$ cat src/rtl/fir_pkg.sv
// fir_pkg: shared defaults, burst FSM states and tap-count clamping for the FIR coefficient bank
package fir_pkg;

    localparam int DEF_WIDTH = 16;
    localparam int DEF_DEPTH = 64;
    localparam int DEF_ADR_W = 6;

    typedef enum logic {
        IDLE  = 1'b0,
        BURST = 1'b1
    } state_t;

    // A tap count of zero or beyond the bank depth means "use the whole bank"
    function automatic int unsigned clamp_ntaps(input int unsigned n, input int unsigned depth);
        return (n == 0 || n > depth) ? depth : n;
    endfunction

endpackage

$ cat src/rtl/coef_bank_ram.sv
// coef_bank_ram: one DEPTH x WIDTH coefficient bank with a single write port and async read
module coef_bank_ram
    import fir_pkg::*;
#(
    parameter int WIDTH = DEF_WIDTH,
    parameter int DEPTH = DEF_DEPTH,
    parameter int ADR_W = DEF_ADR_W
) (
    input  logic             clk,
    input  logic             rst,
    input  logic             wr_en,
    input  logic [ADR_W-1:0] wr_adr,
    input  logic [WIDTH-1:0] wr_data,
    input  logic [ADR_W-1:0] rd_adr,
    output logic [WIDTH-1:0] rd_data
);

    logic [WIDTH-1:0] mem_q [DEPTH];

    // Register array: cleared on reset, one word written per enabled cycle
    always_ff @(posedge clk or posedge rst) begin
        if (rst) begin
            mem_q <= '{default: '0};
        end else if (wr_en) begin
            mem_q[wr_adr] <= wr_data;
        end
    end

    assign rd_data = mem_q[rd_adr];

endmodule

$ cat src/rtl/fir_coef_bank.sv
// fir_coef_bank: double-buffered FIR coefficient store with a ready/valid burst read engine
module fir_coef_bank
    import fir_pkg::*;
#(
    parameter int WIDTH = DEF_WIDTH,
    parameter int DEPTH = DEF_DEPTH,
    parameter int ADR_W = DEF_ADR_W
) (
    input  logic             clk,
    input  logic             rst,
    input  logic             wr_en,
    input  logic [ADR_W-1:0] wr_adr,
    input  logic [WIDTH-1:0] wr_data,
    output logic             wr_err,
    input  logic             commit,
    input  logic [ADR_W:0]   ntaps_in,
    input  logic             rd_start,
    output logic [WIDTH-1:0] coef_out,
    output logic [ADR_W-1:0] coef_idx,
    output logic             coef_valid,
    output logic             coef_last,
    input  logic             coef_ready,
    output logic             busy,
    output logic             commit_pending,
    output logic             active_bank
);

    localparam int NT_W = ADR_W + 1;

    state_t           state_q, state_d;
    logic [ADR_W-1:0] cnt_q, cnt_d;
    logic [NT_W-1:0]  ntaps_q, ntaps_d;
    logic             active_q, active_d;
    logic             pend_q, pend_d;
    logic             wr_err_q, wr_err_d;
    logic [WIDTH-1:0] coef_out_q, coef_out_d;
    logic [ADR_W-1:0] coef_idx_q, coef_idx_d;
    logic             coef_valid_q, coef_valid_d;
    logic             coef_last_q, coef_last_d;

    logic [WIDTH-1:0] rd0, rd1, rd_word;
    logic             wr_ok, hs, last_hs, swap, load;

    // The shadow bank is the one not being streamed; bank 0 is shadow while bank 1 is active
    coef_bank_ram #(.WIDTH(WIDTH), .DEPTH(DEPTH), .ADR_W(ADR_W)) u_bank0 (
        .clk     (clk),
        .rst     (rst),
        .wr_en   (wr_ok && active_q),
        .wr_adr  (wr_adr),
        .wr_data (wr_data),
        .rd_adr  (cnt_q),
        .rd_data (rd0)
    );

    coef_bank_ram #(.WIDTH(WIDTH), .DEPTH(DEPTH), .ADR_W(ADR_W)) u_bank1 (
        .clk     (clk),
        .rst     (rst),
        .wr_en   (wr_ok && !active_q),
        .wr_adr  (wr_adr),
        .wr_data (wr_data),
        .rd_adr  (cnt_q),
        .rd_data (rd1)
    );

    // Next-state: bank swap only between bursts, output register reloads whenever it is free
    always_comb begin
        hs           = coef_valid_q && coef_ready;
        last_hs      = hs && coef_last_q;
        swap         = pend_q && (state_q == IDLE || last_hs);
        wr_ok        = wr_en && !pend_q;
        load         = state_q == BURST && !(coef_valid_q && coef_last_q) && (!coef_valid_q || coef_ready);
        rd_word      = active_q ? rd1 : rd0;
        active_d     = active_q ^ swap;
        ntaps_d      = swap ? NT_W'(clamp_ntaps(32'(ntaps_in), DEPTH)) : ntaps_q;
        pend_d       = !swap && (pend_q || commit);
        wr_err_d     = wr_en && pend_q;
        state_d      = (state_q == IDLE && rd_start) ? BURST : (last_hs ? IDLE : state_q);
        cnt_d        = (state_q == IDLE) ? '0 : (load ? cnt_q + ADR_W'(1) : cnt_q);
        coef_out_d   = load ? rd_word : coef_out_q;
        coef_idx_d   = load ? cnt_q : coef_idx_q;
        coef_last_d  = load ? ({1'b0, cnt_q} == ntaps_q - NT_W'(1)) : coef_last_q;
        coef_valid_d = load || (coef_valid_q && !hs);
    end

    // State and output registers, all cleared asynchronously
    always_ff @(posedge clk or posedge rst) begin
        if (rst) begin
            state_q      <= IDLE;
            cnt_q        <= '0;
            ntaps_q      <= NT_W'(DEPTH);
            active_q     <= 1'b0;
            pend_q       <= 1'b0;
            wr_err_q     <= 1'b0;
            coef_out_q   <= '0;
            coef_idx_q   <= '0;
            coef_valid_q <= 1'b0;
            coef_last_q  <= 1'b0;
        end else begin
            state_q      <= state_d;
            cnt_q        <= cnt_d;
            ntaps_q      <= ntaps_d;
            active_q     <= active_d;
            pend_q       <= pend_d;
            wr_err_q     <= wr_err_d;
            coef_out_q   <= coef_out_d;
            coef_idx_q   <= coef_idx_d;
            coef_valid_q <= coef_valid_d;
            coef_last_q  <= coef_last_d;
        end
    end

    assign wr_err         = wr_err_q;
    assign coef_out       = coef_out_q;
    assign coef_idx       = coef_idx_q;
    assign coef_valid     = coef_valid_q;
    assign coef_last      = coef_last_q;
    assign busy           = state_q == BURST;
    assign commit_pending = pend_q;
    assign active_bank    = active_q;

endmodule

$ cat config.mk
export PLATFORM = sky130hd
export DESIGN_NAME = fir_coef_bank
export DESIGN_NICKNAME = d
export VERILOG_FILES = /design/src/rtl/fir_pkg.sv /design/src/rtl/coef_bank_ram.sv /design/src/rtl/fir_coef_bank.sv
export SDC_FILE = /design/constraint.sdc
export NUM_CORES = 2
export LEC_CHECK = 0
export BUFFER_PORTS_ARGS = -buffer_cell sky130_fd_sc_hd__buf_2
export CAP_MARGIN = 25
export CORE_MARGIN = 1.5
export CORE_UTILIZATION = 36
export CTS_CLUSTER_DIAMETER = 60
export DETAILED_ROUTE_END_ITERATION = 8
export GPL_TIMING_DRIVEN = 0
export PLACE_DENSITY = 0.47
export SYNTH_ARGS = -nofsm -noshare
export SYNTH_HDL_FRONTEND = slang
export SYNTH_SLANG_ARGS = --single-unit
export TNS_END_PERCENT = 20
$ cat constraint.sdc
create_clock -name clk -period 89 [get_ports clk]
set_clock_uncertainty 0.1 [all_clocks]
set_input_delay 17.8 -clock clk [delete_from_list [all_inputs] [get_ports clk]]
set_output_delay 17.8 -clock clk [all_outputs]
set_load 0.01 [all_outputs]
* Yosys cells after proc, flatten, opt, wreduce, memory -nomap -nowiden
Index checks and enable logic that the tools add are counted.
Storage, ports and cells: output and inout bits 28, word-level logic and storage cells 193, flip-flop bits (word level) 2089
Cells by class: $lt $le $gt $ge 4, equality and inequality tests 2, reduce and logical (&&, ||, !) cells 27, bitwise logic cells 4, add/sub/neg operators 2, mux-type cells 16
Operators with widths (number):
- $bwmux 1024 | 2
- $bmux 16 s6 | 2
- $demux 16 s6 | 1
- $mux 16 | 6
- $ge 7x7->1 const B | 2
- $logic_and 1x1->1 | 14
- $not 6->7 | 2
- $mux 6 | 2
- $eq 6x7->1 | 1
- $gt 7x7->1 const B | 1
- $logic_not 7->1 | 1
- $lt 7x1->1 const B | 1
- $mux 7 | 1
- $sub 7x1->7 const B | 1
- $add 6x1->6 const B | 1
- $logic_not 1->1 | 6
- $logic_or 1x1->1 | 5
- $mux 1 | 2
- $ne 2x1->1 const B | 1
- $reduce_bool 2->1 | 1
- $not 1->1 | 1
- $xor 1x1->1 | 1

* Longest topological paths before layout
word-level depth 6, gate-level depth with buffers 12, gate-level depth less buffers 8

* Modules after synthesis
A second synthesis with hierarchy kept.
Unflattened totals: cell total of the unflattened synthesis 6159, area total of the unflattened synthesis 95554.1 µm²
Modules (own cells, without submodules):
- coef_bank_ram | area an instance 46776.1 µm², cells an instance 2977, times used 2
- fir_coef_bank | area an instance 2001.9 µm², cells an instance 205, times used 1

* Worst setup path after synthesis
OpenSTA, ideal clock, no wires.
path type input port to flip-flop, start input wr_adr[1], end register u_bank1.mem_q[144] (netlist bit), stages on the path 8, arrival 19.583 ns, library setup time 0.125 ns, required time 88.775 ns, slack 69.192 ns, path buffers 4, path through buf_2 > nand3b_1 > clkbuf_1 > or2_2 > clkbuf_1 > nor2_1 > buf_2 > mux2_2
On the way: cells in the longest elaborated chain, start to end 6, elaborated cells between the ends (all ways) 7, those cells by class 2 x order compare; 3 x mux; 1 x bitwise; 1 x reduce/logical
RTL lines:
- start, declared | line fir_coef_bank.sv:12 | input logic [ADR_W-1:0] wr_adr,
- $not 6->7 (implied by the code) (*) | line coef_bank_ram.sv:25 | mem_q[wr_adr] <= wr_data;
- $ge 7x7->1 (implied by the code) / $lt 7x1->1 (equally long branches) | line coef_bank_ram.sv:25
- $logic_and 1x1->1 (implied by the code) | line coef_bank_ram.sv:25
- $mux 16 (implied by the code) | line coef_bank_ram.sv:25
- $demux 16 s6 (*) | line coef_bank_ram.sv:25
- $bwmux 1024 (*) | line coef_bank_ram.sv:25
- end signal, assigned by index | line coef_bank_ram.sv:25
- end, declared | line coef_bank_ram.sv:18 | logic [WIDTH-1:0] mem_q [DEPTH];
Mark *: on every way between the ends. The rest lies on a longest branch, timed or not. A chain may end at the register's enable or synchronous reset.

* Final worst setup path
start input wr_adr[4], end register u_bank0.mem_q[804] (netlist bit)
On the way: cells in the longest elaborated chain, start to end 6, elaborated cells between the ends (all ways) 7, those cells by class 2 x order compare; 3 x mux; 1 x bitwise; 1 x reduce/logical
RTL lines (line):
- $not 6->7 (implied by the code) (*) | coef_bank_ram.sv:25
- $ge 7x7->1 (implied by the code) / $lt 7x1->1 (equally long branches) | coef_bank_ram.sv:25
- $logic_and 1x1->1 (implied by the code) | coef_bank_ram.sv:25
- $mux 16 (implied by the code) | coef_bank_ram.sv:25
- $demux 16 s6 (*) | coef_bank_ram.sv:25
- $bwmux 1024 (*) | coef_bank_ram.sv:25
- end signal, assigned by index | coef_bank_ram.sv:25
- end, declared | coef_bank_ram.sv:18
Marks and branches as above.

==> flow_metrics.env <==
export IMPL_status="complete, but fails checks"
export IMPL_violations="slew limit"
export IMPL_root_buffer="clkbuf_16"
export IMPL_syn_nets=6269
export IMPL_avgSynthCellArea_um2=15.3
export IMPL_final_area_um2=111000
export IMPL_reg2reg_setup_slack_ps=82830
export IMPL_max_cap_viol_count=0
export IMPL_rsz0062_at_grt="no"
export IMPL_final_antenna_net_count=0
export IMPL_cts_resized=0
export IMPL_ys_flop_type="dfrtp_1"
export IMPL_portBuffers=46
export IMPL_hpwl_um=317000
export IMPL_ys_warnings_count=0
export IMPL_cts_max_level=4
export IMPL_grt_total_usage_pct=32.9
export IMPL_power_leakage_uw=0.0528
export IMPL_fmax_mhz=48.5
export IMPL_insertion_delay_ps=930
export IMPL_clock_sinks=2089
export IMPL_grt_pass1_wl_um=593000
export IMPL_fp_row_count=188
export IMPL_die_area_um2=269000
export IMPL_drc=0
export IMPL_period_minus_slack_ps=20630
export IMPL_synthTopCellsByArea="dfrtp_1 (55%), mux2_2 (24%), mux4_2 (11%)"
export IMPL_viasPerCell=6.02
export IMPL_place_area_um2=102000
export IMPL_synth_area_um2=95600
export IMPL_cts_setup_buffers=0
export IMPL_hold_buffers=0
export IMPL_startpoint_type="input port"
export IMPL_drive_gt1_share_pct=50.1
export IMPL_overflow=0
export IMPL_routed_wirelength_um=446000
export IMPL_finalCritPeriodShare_pct=23.2
export IMPL_yosysTopAreaCell="dfrtp_1"
export IMPL_vias=62400
export IMPL_io_pin_count=63
export IMPL_ir_drop_mv=0.0268
export IMPL_synth_top_area_share_pct=54.7
export IMPL_hold_violations=0
export IMPL_async_flop_share_pct=100
export IMPL_yosysMostFrequentCell="dfrtp_1"
export IMPL_grt_max_degree=125
export IMPL_final_max_slew_violation_count=1
export IMPL_first_iter_violations=7324
export IMPL_cts_made_buffers=241
export IMPL_syn_to_final_growth_pct=15.6
export IMPL_cts_tree="yes"
export IMPL_path_class="input port to flip-flop"
export IMPL_worstPathRequired_ps=89680
export IMPL_arrival_ps=21300
export IMPL_clockBufferDepth=3
export IMPL_wire_per_inst_um=43.0
export IMPL_gp_congestion=0.971
export IMPL_powerDensity_nw_per_um2=27.9
export IMPL_fin_setup_tns_ps=0
export IMPL_synthCells=6232
export IMPL_clk_pin_slew_worst_paths_ps=60
export IMPL_grt_pass1_vias=62300
export IMPL_crit_fanout=10
export IMPL_first_pass_iters=5
export IMPL_worst_pin_slew_ps=1500
export IMPL_antenna_found_initial=53
export IMPL_synth_edf_count=0
export IMPL_synth_commonest_cells="dfrtp_1 (2088), mux2_2 (2075), mux4_2 (457)"
export IMPL_start_util_pct=36.3
export IMPL_nets=6662
export IMPL_coreArea_um2=263000
export IMPL_setup_worst_path_end_class="flip-flop"
export IMPL_ys_seq_area_share_pct=54.7
export IMPL_max_slew_margin_rel_pct=-0.328
export IMPL_fp_dieH_um=518
export IMPL_synth_cell_types=71
export IMPL_ys_ff_latch=2089
export IMPL_worst_hold_path_type="flip-flop to flip-flop"
export IMPL_die_w_um=518
export IMPL_setup_viol=0
## registers in the layout, indices dropped and copies added (netlist names)
| register | cells |
|---|---|
| coef_valid | 1 |
| commit_pending | 1 |
| cnt_q | 6 |
| u_bank1.mem_q | 1024 |
| wr_err | 1 |
| u_bank0.mem_q | 1024 |
| ntaps_q | 7 |
| coef_last | 1 |
| coef_out | 16 |
| coef_idx | 6 |
| busy | 1 |
| active_bank | 1 |
## cells in the final DEF, fill, tap and decap left out, types with 32 or more instances in the layout
master	count
buf_6	46
buf_8	45
dfrtp_1	2088
clkbuf_2	43
buf_2	237
nand2_1	231
clkbuf_8	80
o22ai_1	34
mux2_2	2075
mux4_2	457
nor2_1	87
clkbuf_16	244
buf_16	32
a21oi_1	54
clkbuf_1	327
o21ai_0	40
clkinv_2	35
a22oi_1	60
mux2i_1	220
buf_4	34
## worst paths after layout
kind / endpoint / start / depth (start not counted)
worst max-delay path: u_bank0.mem_q[804] / wr_adr[4] / 8
worst min-delay path: coef_idx[1] / coef_idx[1] / 2
worst max register to register: coef_out[15] / cnt_q[2] / 9
worst min register to register: coef_idx[1] / coef_idx[1] / 2
max in group asynchronous: u_bank1.mem_q[739] / rst / 7
min in group asynchronous: u_bank0.mem_q[862] / rst / 2
## kinds of logic (layout without fill, tap and decap cells)
logic type	after synthesis	after routing	synth area share (%)
simple gates	456	456	2.15
compound gates	325	325	2.40
xor+xnor	13	13	0.119
mux	2754	2754	37.5
flops	2089	2089	54.7
buf+inv	593	1188	3.08
fa+ha+maj	2	2	0.0262
other cells	0	29	0
## power breakdown
group | switching (uW) | internal, uW | total (uW)
clock network | 433 | 601 | 1030
logic | 725 | 271 | 996
registers | 41.2 | 1010 | 1050
total | 1200 | 1880 | 3080
## metal layers
metal | vias up | track usage (%) | wire length, um
li1 | 23900 | - | -
met1 | 34800 | 44.6 | 186000
met2 | 2930 | 49.0 | 195000
met3 | 806 | 7.38 | 35700
met4 | 6 | 17.9 | 28900
met5 | - | 0 | 42
## worst max-delay path, stage by stage
cell and delay, ps:
buf_2 150, clkbuf_1 280, nor3b_1 260, clkbuf_1 740, nand2_1 240, nor2_1 840
buf_2 560, mux2_2 390
## final cells by class
| class | count | area, um2 |
|---|---|---|
| Fill cell | 23900 | 153000 |
| Sequential cell | 2089 | 52300 |
| Multi-Input combinational cell | 3550 | 40400 |
| Clock buffer | 380 | 7420 |
| Tap cell | 3515 | 4400 |
| Buffer | 583 | 2970 |
| Timing Repair Buffer | 150 | 2150 |
| Clock inverter | 65 | 792 |
| Antenna cell | 29 | 72.6 |
| Inverter | 10 | 45.0 |
## through the flow
stage / std cells / setup WS (ps) / power [uW] / util, % / hold WS [ps]
floorplan: 6232 / 12090 / 1470 / - / 372
global placement: 9793 / -12480 / 2010 / 38.1 / 371
detailed placement: 9895 / 67560 / 2030 / 38.8 / 377
CTS: 10300 / 68500 / 3060 / 41.9 / 390
global route: 10300 / 68190 / 3120 / 42.0 / 406
finish: 10400 / 68370 / 3080 / 42.0 / 387
(Power assumes the default switching activity.)
